[src/rtl/calc_pkg.sv]
// ---------------------------------------------------------------------------
// calc_pkg : shared types, key codes and column/row helpers for keypad_scanner
// Rev 1.0
// ---------------------------------------------------------------------------
`default_nettype none

package calc_pkg;

  typedef enum logic [2:0] {
    ST_SCAN     = 3'd0,
    ST_DEBOUNCE = 3'd1,
    ST_LOAD     = 3'd2,
    ST_HELD     = 3'd3,
    ST_RELEASE  = 3'd4
  } state_e;

  localparam logic [3:0] KEY_RIGHT = 4'b1111;
  localparam logic [3:0] KEY_LEFT  = 4'b1101;
  localparam logic [3:0] ROW_IDLE  = 4'b1111;

  function automatic logic [3:0] col_drive(input logic [1:0] idx);
    return ~(4'b0001 << idx);
  endfunction

  // Lowest-index active-low row wins when several keys share a column.
  function automatic logic [1:0] row_index(input logic [3:0] r);
    if (!r[0])      return 2'd0;
    else if (!r[1]) return 2'd1;
    else if (!r[2]) return 2'd2;
    else            return 2'd3;
  endfunction

endpackage

`default_nettype wire

[src/rtl/row_sync.sv]
// ---------------------------------------------------------------------------
// row_sync : 4-bit two-flop synchronizer, resets to the idle (all-high) level
// Rev 1.0
// ---------------------------------------------------------------------------
`default_nettype none

module row_sync (
  input  logic       clk,
  input  logic       reset,
  input  logic [3:0] row_async,
  output logic [3:0] row_synced
);

  logic [3:0] meta_q, meta_d;
  logic [3:0] sync_q, sync_d;

  always_comb begin
    meta_d = row_async;
    sync_d = meta_q;
  end

  always_ff @(posedge clk or negedge reset) begin
    if (!reset) begin
      meta_q <= 4'b1111;
      sync_q <= 4'b1111;
    end else begin
      meta_q <= meta_d;
      sync_q <= sync_d;
    end
  end

  assign row_synced = sync_q;

endmodule

`default_nettype wire

[src/rtl/keypad_scanner.sv]
// ---------------------------------------------------------------------------
// keypad_scanner : 4x4 column-scanned keypad with press/release debounce
// Rev 1.0
// ---------------------------------------------------------------------------
`default_nettype none

module keypad_scanner
  import calc_pkg::*;
#(
  parameter int SCAN_DIV     = 1000,
  parameter int DEBOUNCE_CNT = 50000
) (
  input  logic       clk,
  input  logic       reset,
  input  logic [3:0] row,
  output logic [3:0] col,
  output logic [3:0] value,
  output logic       left_right,
  output logic       key_valid
);

  localparam int MAX_CNT = (SCAN_DIV > DEBOUNCE_CNT) ? SCAN_DIV : DEBOUNCE_CNT;
  localparam int CW      = (MAX_CNT > 1) ? $clog2(MAX_CNT) : 1;
  localparam logic [CW-1:0] SCAN_LAST = CW'(SCAN_DIV - 1);
  localparam logic [CW-1:0] DEB_LAST  = CW'(DEBOUNCE_CNT - 1);
  localparam logic [CW-1:0] CNT_ONE   = CW'(1);

  logic [3:0] row_s;
  logic       pressed;

  row_sync u_row_sync (
    .clk        (clk),
    .reset      (reset),
    .row_async  (row),
    .row_synced (row_s)
  );

  assign pressed = (row_s != ROW_IDLE);

  state_e     state_q, state_d;
  logic [CW-1:0] cnt_q, cnt_d;
  logic [1:0] col_idx_q, col_idx_d;
  logic [3:0] col_q, col_d;
  logic [3:0] cap_row_q, cap_row_d;
  logic [3:0] cap_code_q, cap_code_d;
  logic [3:0] value_q, value_d;
  logic       lr_q, lr_d;
  logic       kv_q, kv_d;

  // One counter serves as scan dwell, press debounce and release debounce.
  always_comb begin
    state_d    = state_q;
    cnt_d      = cnt_q;
    col_idx_d  = col_idx_q;
    cap_row_d  = cap_row_q;
    cap_code_d = cap_code_q;
    value_d    = value_q;
    lr_d       = lr_q;
    kv_d       = 1'b0;
    case (state_q)
      ST_SCAN: begin
        if (cnt_q == SCAN_LAST) begin
          cnt_d = '0;
          if (pressed) begin
            cap_row_d  = row_s;
            cap_code_d = {row_index(row_s), col_idx_q};
            state_d    = ST_DEBOUNCE;
          end else begin
            col_idx_d = col_idx_q + 2'd1;
          end
        end else begin
          cnt_d = cnt_q + CNT_ONE;
        end
      end
      ST_DEBOUNCE: begin
        if (row_s != cap_row_q) begin
          cnt_d     = '0;
          col_idx_d = col_idx_q + 2'd1;
          state_d   = ST_SCAN;
        end else if (cnt_q == DEB_LAST) begin
          // Code is published on LOAD entry so it leads the left_right edge.
          cnt_d   = '0;
          value_d = cap_code_q;
          state_d = ST_LOAD;
        end else begin
          cnt_d = cnt_q + CNT_ONE;
        end
      end
      ST_LOAD: begin
        lr_d    = 1'b1;
        kv_d    = 1'b1;
        state_d = ST_HELD;
      end
      ST_HELD: begin
        if (!pressed) begin
          cnt_d   = '0;
          state_d = ST_RELEASE;
        end
      end
      ST_RELEASE: begin
        if (pressed) begin
          cnt_d   = '0;
          state_d = ST_HELD;
        end else if (cnt_q == DEB_LAST) begin
          cnt_d     = '0;
          lr_d      = 1'b0;
          col_idx_d = col_idx_q + 2'd1;
          state_d   = ST_SCAN;
        end else begin
          cnt_d = cnt_q + CNT_ONE;
        end
      end
      default: begin
        cnt_d   = '0;
        lr_d    = 1'b0;
        state_d = ST_SCAN;
      end
    endcase
    col_d = col_drive(col_idx_d);
  end

  always_ff @(posedge clk or negedge reset) begin
    if (!reset) begin
      state_q    <= ST_SCAN;
      cnt_q      <= '0;
      col_idx_q  <= 2'd0;
      col_q      <= 4'b1110;
      cap_row_q  <= ROW_IDLE;
      cap_code_q <= 4'b0000;
      value_q    <= 4'b0000;
      lr_q       <= 1'b0;
      kv_q       <= 1'b0;
    end else begin
      state_q    <= state_d;
      cnt_q      <= cnt_d;
      col_idx_q  <= col_idx_d;
      col_q      <= col_d;
      cap_row_q  <= cap_row_d;
      cap_code_q <= cap_code_d;
      value_q    <= value_d;
      lr_q       <= lr_d;
      kv_q       <= kv_d;
    end
  end

  assign col        = col_q;
  assign value      = value_q;
  assign left_right = lr_q;
  assign key_valid  = kv_q;

endmodule

`default_nettype wire

[config.mk]
export PLATFORM = sky130hd
export DESIGN_NAME = keypad_scanner
export DESIGN_NICKNAME = d
export VERILOG_FILES = /design/src/rtl/calc_pkg.sv /design/src/rtl/row_sync.sv /design/src/rtl/keypad_scanner.sv
export SDC_FILE = /design/constraint.sdc
export NUM_CORES = 1
export LEC_CHECK = 0
export ABC_AREA = 1
export CAP_MARGIN = 20
export CELL_PAD_IN_SITES_DETAIL_PLACEMENT = 0
export CELL_PAD_IN_SITES_GLOBAL_PLACEMENT = 1
export CORE_MARGIN = 1.5
export CORE_UTILIZATION = 40
export CTS_CLUSTER_DIAMETER = 120
export DETAILED_ROUTE_END_ITERATION = 7
export PLACE_DENSITY_LB_ADDON = 0.1
export SLEW_MARGIN = 40
export SYNTH_ARGS = -nofsm -noshare
export SYNTH_HDL_FRONTEND = slang
export SYNTH_SLANG_ARGS = --single-unit
[constraint.sdc]
create_clock -name clk -period 1.4 [get_ports clk]
set_input_delay 0.35 -clock clk [delete_from_list [all_inputs] [get_ports clk]]
set_output_delay 0.35 -clock clk [all_outputs]
set_load 0.01 [all_outputs]
==> impl_metrics.ini <==
[logic_synthesis]
synth.avg_cell_area_sq_um = 7.91
yosysSeqAreaShare = 0.479
synth_seq_cells = 47
syn_area_sq_um = 2490
synth_edf_count = 0
ys_types = 29
synth_ff_type = dfrtp_1
syn_nets = 322
synthCells = 315
async_reset_ff_frac = 1.00
yosysWarnings = 0

[detailed_routing]
vias_per_cell = 4.77
drtPass1Iterations = 4
wirelength_um = 6370
vias = 2296
wl_per_cell_um = 13.2
route.detailed.drc = 0
ant_nets = 0
drt_iter0_drc = 126

[layout]
final_common_cell = nand2_1
drive_above_1_share = 0.480
final_util = 0.620
multi_input_area_sq_um = 1480
design_area_sq_um = 3690
nFillCells = 547
area_delta_synth_final_pct = 48.0
fin_nets = 412
layout_common_cells = nand2_1 (64), buf_4 (61), nand2_2 (30), dfrtp_1 (30), inv_1 (29)
regArea_sq_um = 1200
instances_no_fill = 481
diodes = 0

[sta]
tightestPinTransition_ns = 0.379
rsz0062_at_grt = yes
period_share = 1.15
period_needed_ns = 1.61
setup_viol = 34
setup_slack_ns = -0.207
slew_headroom = 0.746
timing.fmax_ghz = 0.622
finClkSkew_ns = 0.00449
hold_viol_final = 0
hold_ws_ns = 0.0285
drv_slew = 0

[setup_path]
worstPathArrival_ns = 1.78
r2r_cells = 7
cp-end-kind = register
worstPathRequired_ns = 1.58
start_kind = register
crit_type = reg2reg
cp_max_fo = 8

[floorplan]
start_util = 0.418
fp.dieW_um = 81.9
num_rows = 28
core_sq_um = 5960
io_pins = 16
die_area_sq_um = 6710
fp.dieH_um = 81.9

[grt]
overflow = 0
grt_pass1_vias = 2239
grt_pass1_wl_um = 10400
grt_max_degree = 48
antenna_found_initial = 0
grt_usage = 0.208

[place]
io_buffer_count = 15
place_inst = 461
place_area_sq_um = 3180
gp_congestion = 0.793
dpl.hpwl_um = 4550

[clock_network]
cts.sink_count = 47
clkTransAtPathRegs_ns = 0.08
cts_buffer_depth = 2
htreeDepth = 2
cts_root_buf = clkbuf_8
cts_made_buffers = 5
clkLatencyLatePin_ns = 0.29
cts_tree = done
hold_buffers = 0

[status]
outcome = complete, but fails checks
violations = setup timing

[pwr]
p_leak_nw = 1.70
peakVddDrop_mv = 0.427
p_per_area_nw_per_um2 = 649
power_mw = 2.39

[hold_path]
hold_path_class = in2async

[flow_run]
max-cap-violations = 0
## report_power, final
part           switching [mW]  leakage [nW]  internal [mW]
sequential             0.0112         0.588           1.38
clock                   0.437        0.0515          0.451
combinational          0.0696          1.06         0.0458
## repair_timing
item,4_1_cts,5_1_grt
cloned,1,0
gates resized for setup,67,60
setup buffers,5,6
endpoints found under the setup margin,48,41
pin swaps,13,27
## per-stage QoR
stage / setup TNS [ns] / setup WS, ns
2_1_floorplan: -0.664 / -0.0676
3_3_place_gp: -5.67 / -0.225
3_5_place_dp: -6.35 / -0.292
4_1_cts: -4.54 / -0.197
5_1_grt: -7.60 / -0.295
6_report: -3.88 / -0.207
## cell families after synthesis
kind of cell / share of synthesized area
AOI/OAI and AO/OA: 0.0592
xor gates and xnor gates: 0.0351
adders and majority gates: 0.00502
buffers and inverters: 0.0643
DFF: 0.479
and+or+nand+nor: 0.357
## critical path, stage by stage (launching register included)
cell     delay (ns)
dfstp_2        0.58
nand2_4        0.07
nor2_4         0.17
nor2_4         0.07
nor2_8         0.20
inv_4          0.08
a21oi_4        0.25
nor2_1         0.07
## cell type report
cell class | count | share of cell area
Multi-Input combinational cell | 227 | 0.401
Sequential cell | 47 | 0.325
Timing Repair Buffer | 82 | 0.178
Inverter | 42 | 0.0441
Clock buffer | 8 | 0.0271
Tap cell | 75 | 0.0254
## cells in the mapped netlist, types with 2 or more instances
library cell | number | share of area
o21ai_1 | 4 | 0.0080
nor3_2 | 2 | 0.0080
xor2_1 | 9 | 0.032
nor3_1 | 2 | 0.0040
nor2_1 | 34 | 0.051
nand3_1 | 24 | 0.048
nand4_1 | 10 | 0.025
nand2_1 | 92 | 0.14
nand2_2 | 8 | 0.020
o21ai_0 | 17 | 0.034
nand3_4 | 2 | 0.014
dfstp_2 | 15 | 0.16
a21oi_1 | 4 | 0.0080
nor2_2 | 8 | 0.020
inv_2 | 2 | 0.0030
dfrtp_1 | 32 | 0.32
inv_1 | 38 | 0.057
## worst paths after layout
path                                                    start                            endpoint  slack (ns)
max in group asynchronous                               reset            cap_row_q[0]$_DFFE_PN1P_        1.09
min in group clk               u_row_sync.meta_q[3]$_DFF_PN1_  u_row_sync.row_synced[3]$_DFF_PN1_        0.36
setup / recovery           u_row_sync.row_synced[0]$_DFF_PN1_                cnt_q[2]$_DFFE_PN0P_       -0.21
hold reg to reg                u_row_sync.meta_q[3]$_DFF_PN1_  u_row_sync.row_synced[3]$_DFF_PN1_        0.36
setup reg to reg           u_row_sync.row_synced[0]$_DFF_PN1_                cnt_q[2]$_DFFE_PN0P_       -0.21
hold / removal                                          reset                cnt_q[5]$_DFFE_PN0P_        0.03
## layer usage
layer | wire (um) | part of all wire | up-vias | track usage
met3 | 200 | 0.031 | 11 | 0.0378
met4 | 110 | 0.017 | 0 | 0.0475
li1 | - | - | 1182 | -
met2 | 2860 | 0.45 | 24 | 0.329
met5 | 0 | 0 | - | 0
met1 | 3190 | 0.50 | 1079 | 0.294
## sequential cells by signal, indices dropped and copies added, names as in the netlist, 3 cells and up
| signal | count |
|---|---|
| state_q | 3 |
| col | 4 |
| value | 4 |
| u_row_sync.meta_q | 4 |
| cap_code_q | 4 |
| cnt_q | 16 |
| u_row_sync.row_synced | 4 |
| cap_row_q | 4 |
No activity file was read; power rests on OpenSTA's default activity.
